===== src/rtl/pipeline_stall_controller.sv =====
`default_nettype none
// ============================================================================
// Module      : pipeline_stall_controller
// Description : Hazard unit for a 5-stage pipeline: memory-wait, branch flush,
//               multi-cycle EX op and load-use stalls, plus a stall counter.
// Revision    : 1.0 - initial release
// ============================================================================
module pipeline_stall_controller #(
    parameter int MD_CYCLES = 4,
    parameter int CNT_W     = 16
) (
    input  logic             clk,
    input  logic             rst_n,
    input  logic [4:0]       source_reg1_id,
    input  logic [4:0]       source_reg2_id,
    input  logic [4:0]       reg_dest_ex,
    input  logic             load_ex,
    input  logic             pc_src_ex,
    input  logic             md_start_ex,
    input  logic             mem_req_mem,
    input  logic             mem_ready,
    output logic             stall_f,
    output logic             stall_d,
    output logic             stall_e,
    output logic             stall_m,
    output logic             flush_d,
    output logic             flush_e,
    output logic             flush_m,
    output logic             flush_w,
    output logic             md_done,
    output logic [CNT_W-1:0] stall_count
);

    // First EX cycle of a multi-cycle op is spent in RUN, the last one pulses md_done.
    localparam logic [3:0] c_MD_INIT = 4'(MD_CYCLES - 2);

    typedef enum logic [1:0] {
        ST_RUN      = 2'd0,
        ST_MEM_WAIT = 2'd1,
        ST_MD_BUSY  = 2'd2
    } state_t;

    state_t             r_state;
    state_t             w_state_next;
    logic [3:0]         r_md_cnt;
    logic [3:0]         w_md_cnt_next;
    logic [CNT_W-1:0]   r_stall_count;
    logic               w_load_use;

    assign w_load_use = load_ex && (reg_dest_ex != 5'd0) &&
                        ((source_reg1_id == reg_dest_ex) || (source_reg2_id == reg_dest_ex));

    always_comb begin
        w_state_next  = r_state;
        w_md_cnt_next = r_md_cnt;
        stall_f = 1'b0;
        stall_d = 1'b0;
        stall_e = 1'b0;
        stall_m = 1'b0;
        flush_d = 1'b0;
        flush_e = 1'b0;
        flush_m = 1'b0;
        flush_w = 1'b0;
        md_done = 1'b0;

        if (!rst_n) begin
            flush_d = 1'b1;
            flush_e = 1'b1;
            flush_m = 1'b1;
            flush_w = 1'b1;
        end else begin
            case (r_state)
                ST_RUN: begin
                    if (mem_req_mem && !mem_ready) begin
                        {stall_f, stall_d, stall_e, stall_m, flush_w} = 5'b11111;
                        w_state_next = ST_MEM_WAIT;
                    end else if (pc_src_ex) begin
                        flush_d = 1'b1;
                        flush_e = 1'b1;
                    end else if (md_start_ex) begin
                        {stall_f, stall_d, stall_e, flush_m} = 4'b1111;
                        w_md_cnt_next = c_MD_INIT;
                        w_state_next  = ST_MD_BUSY;
                    end else if (w_load_use) begin
                        stall_f = 1'b1;
                        stall_d = 1'b1;
                        flush_e = 1'b1;
                    end
                end
                ST_MEM_WAIT: begin
                    if (!mem_ready) begin
                        {stall_f, stall_d, stall_e, stall_m, flush_w} = 5'b11111;
                    end else begin
                        w_state_next = ST_RUN;
                    end
                end
                ST_MD_BUSY: begin
                    if (r_md_cnt != 4'd0) begin
                        {stall_f, stall_d, stall_e, flush_m} = 4'b1111;
                        w_md_cnt_next = r_md_cnt - 4'd1;
                    end else begin
                        md_done      = 1'b1;
                        w_state_next = ST_RUN;
                    end
                end
                default: begin
                    w_state_next = ST_RUN;
                end
            endcase
        end
    end

    always_ff @(posedge clk) begin
        if (!rst_n) begin
            r_state       <= ST_RUN;
            r_md_cnt      <= 4'd0;
            r_stall_count <= '0;
        end else begin
            r_state  <= w_state_next;
            r_md_cnt <= w_md_cnt_next;
            // Saturate rather than wrap so long runs still read as "very many".
            if (stall_f && (r_stall_count != {CNT_W{1'b1}})) begin
                r_stall_count <= r_stall_count + CNT_W'(1);
            end
        end
    end

    assign stall_count = r_stall_count;

endmodule
`default_nettype wire


===== config.mk =====
export PLATFORM = sky130hd
export DESIGN_NAME = pipeline_stall_controller
export DESIGN_NICKNAME = d
export VERILOG_FILES = /design/src/rtl/pipeline_stall_controller.sv
export SDC_FILE = /design/constraint.sdc
export NUM_CORES = 1
export LEC_CHECK = 0
export BUFFER_PORTS_ARGS = -buffer_cell sky130_fd_sc_hd__buf_2
export CAP_MARGIN = 10
export CORE_MARGIN = 3
export CORE_UTILIZATION = 35
export DETAILED_ROUTE_END_ITERATION = 8
export PLACE_DENSITY = 0.71
export SLEW_MARGIN = 40
export SYNTH_ARGS = -nofsm -noshare
export SYNTH_HDL_FRONTEND = slang
export SYNTH_SLANG_ARGS = --single-unit

===== constraint.sdc =====
create_clock -name clk -period 2.68 [get_ports clk]
set_input_delay 0.134 -clock clk [delete_from_list [all_inputs] [get_ports clk]]
set_output_delay 0.134 -clock clk [all_outputs]
set_load 0.02 [all_outputs]

==> results_dict.tcl <==
set metrics [dict create \
    die_w_um 67.6 \
    setup_viol 0 \
    die_area_um2 4570 \
    via_per_inst 5.20 \
    cts.reportedPaths.clkPinSlew_ns 0.08 \
    cp_data_required_time_ns 2.88 \
    vias 1341 \
    io_buffers 46 \
    die_y_um 67.6 \
    grt_max_degree 17 \
    synthArstFlopShare_pct 0 \
    syn_area_per_cell_um2 8.05 \
    p_clk_share_pct 32.3 \
    period_minus_slack_ns 2.29 \
    powerDensity_nw_per_um2 439 \
    yosysMostFrequentCell "nand2_1" \
    rsz0062_at_grt "false" \
    grt_pass1_vias 1190 \
    slew_headroom_pct 69.4 \
    synth_cells 165 \
    synth_top_cell_area_share_pct 33.1 \
    timing.fmax_mhz 436 \
    cts_buffer_depth 2 \
    ff_latch_area_um2 440 \
    seq_area_frac_synth_pct 33.1 \
    place.gp.congestion 0.733 \
    wl_mm 3.12 \
    routedWlPerCell_um 12.1 \
    drv_slew 0 \
    cts_buffers 3 \
    post_cts_resized 0 \
    synth_area_um2 1330 \
    finClkSkew_ns 0.00231 \
    outcome "finished, final reports clean" \
    yosys.area.top_type "dfxtp_1" \
    arrival_ns 2.49 \
    synth-seq-cells 22 \
    synth_top_flop_cell "dfxtp_1" \
    drtAntennaViolNets 0 \
    post-place-cells 254 \
    whs_path_depth 2 \
    p_switching_mw 0.202 \
    setup_tns_ns 0 \
    coreArea_um2 3490 \
    htreeDepth 1 \
    hpwl_mm 2.46 \
    vdd_drop_max_uv 211 \
    multiInputGateArea_um2 850 \
    stdcell_count 258 \
    drt_iter0_markers 80 \
    hp-class "in -> reg" \
    clkLatencyLatePin_ns 0.26 \
    drc 0 \
    cts_tree "yes" \
    crit_path_max_fanout 12 \
    cts_root_buf "clkbuf_8" \
    synth-edff-count 0 \
    synth-compound-area-share_pct 18.3 \
    synth_xor_area_share_pct 8.57 \
    grt_pass1_wl_mm 5.22 \
    synth_top_family_by_area "simple AND/OR/NAND/NOR gates" \
    maxCapViolCount 0 \
    power.internal_mw 0.530 \
    n_antenna_cell 0 \
    rows 21 \
    synthAdderAreaFrac_pct 2.82 \
    post_cts_buffers 0 \
    cts_sinks 22 \
    worstSetupStartpointType "flip-flop" \
    grt_usage_pct 14.7 \
    fin_ws_ns 0.386 \
    io_pins 47 \
    synth_commonest_cells "nand2_1 (25), dfxtp_1 (22), xnor2_1 (13)" \
    cts_hold_buf 0 \
    fin_nets 238 \
    antenna_found_initial 0 \
    grt-ovfl-total 0 \
    initial_core_util_pct 38.0 \
    synth_mux_area_share_pct 3.01 \
    fillers 350 \
    path_class "reg -> reg" \
    layout-drive-gt1-share_pct 27.8 \
    seqPwrFrac_pct 47.2 \
    synth_cell_types 40 \
    p_leak_nw 0.732 \
    synthTopCellsByArea "dfxtp_1 (33%), xnor2_1 (8.6%), nand2_1 (7.1%), a21oi_1 (4.5%), nand3_1 (3.8%)" \
    synthSimpleGateAreaFrac_pct 31.3 \
    worst_pin_slew_ns 0.459 \
    hold_ws_ns 0.103 \
    r2r_cells 7 \
    synth_warnings 0 \
    syn2layout_area_growth_pct 25.4 \
    dr.pass1.iters 4 \
    dp_slack_ns 0.394 \
    end_kind "flip-flop" \
    sw_frac_of_total_pct 27.6 \
    post-route-period-util_pct 85.6 \
    finalHoldViolations 0 \
    synth_fp_nets 190 \
    combPwrFrac_pct 20.5 \
]
## routing by layer
| metal | wire length [µm] | global-route usage, % | share of wire [%] |
|---|---|---|---|
| met4 | 27 | 5.32 | 0.87 |
| met1 | 1450 | 19.4 | 46 |
| met2 | 1390 | 23.0 | 45 |
| met5 | 0 | 0 | 0 |
| met3 | 247 | 3.66 | 7.9 |
## path summary, 6_finish.rpt
check / from / to / slack [ns]
setup / recovery: r_state[1] / stall_count[14] / 0.39
hold / removal: mem_ready / r_state[0] / 0.10
setup reg to reg: r_state[1] / stall_count[14] / 0.39
hold reg to reg: r_md_cnt[0] / r_md_cnt[0] / 0.49
## power groups by stage
stage          clock [mW]  sequential, mW  combinational [mW]
2_1_floorplan           0           0.353               0.101
3_3_place_gp            0           0.352               0.149
3_5_place_dp            0           0.353               0.151
4_1_cts             0.243           0.345               0.151
5_1_grt             0.259           0.347               0.167
6_report            0.236           0.345               0.150
## state kept, by name, summed over array words and instances, names as in the netlist
| signal | flops |
|---|---|
| r_md_cnt | 4 |
| r_state | 2 |
| stall_count | 16 |
## layout by cell type (no fill, tap or decap), types with 2 or more instances in the layout
cell type | netlist | final
o31ai_1 | 4 | 4
nor2b_1 | 4 | 4
or3_1 | 4 | 4
ha_1 | 3 | 3
xnor2_1 | 13 | 13
nor2_1 | 11 | 11
a21oi_1 | 12 | 12
inv_1 | 2 | 2
or4_1 | 3 | 3
dfxtp_1 | 22 | 22
clkbuf_8 | 0 | 4
nand4b_1 | 2 | 2
o21ai_1 | 6 | 6
mux2i_1 | 4 | 4
a21o_1 | 2 | 2
buf_4 | 1 | 3
nand4_1 | 3 | 3
nand3_1 | 10 | 10
and2_1 | 2 | 2
and3_1 | 7 | 7
nand2_1 | 25 | 25
buf_2 | 1 | 46
nor4_1 | 3 | 3
## worst max-delay path: stages, from the launching register on
cell,delay [ns]
dfxtp_1,0.47
nor2b_1,0.34
a22oi_1,0.16
o22ai_2,0.25
a22oi_2,0.19
buf_4,0.22
or4_1,0.46
a21oi_1,0.14
## final cells by class
type,instances,area share [%]
Clock buffer,4,3.30
Timing Repair Buffer,49,15.2
Sequential cell,22,26.4
Tap cell,46,3.45
Inverter,3,0.676
Multi-Input combinational cell,134,51.0
## metrics by stage
stage | area [µm²] | utilization, % | power (mW)
2_1_floorplan | 1330 | - | 0.454
3_5_place_dp | 1610 | 46.1 | 0.504
6_report | 1670 | 47.7 | 0.731
5_1_grt | 1670 | 47.7 | 0.773
4_1_cts | 1670 | 47.7 | 0.739
3_3_place_gp | 1610 | 46.1 | 0.502
## cell families (layout without fill, tap and decap cells)
logic type | after synthesis | after routing
muxes | 4 | 4
AOI/OAI and AO/OA | 35 | 35
xor gates and xnor gates | 13 | 13
DFF | 22 | 22
adders and majority gates | 3 | 3
buffers and inverters | 9 | 56
and+or+nand+nor | 79 | 79
Note: power is estimated with default switching activity, not from simulation.
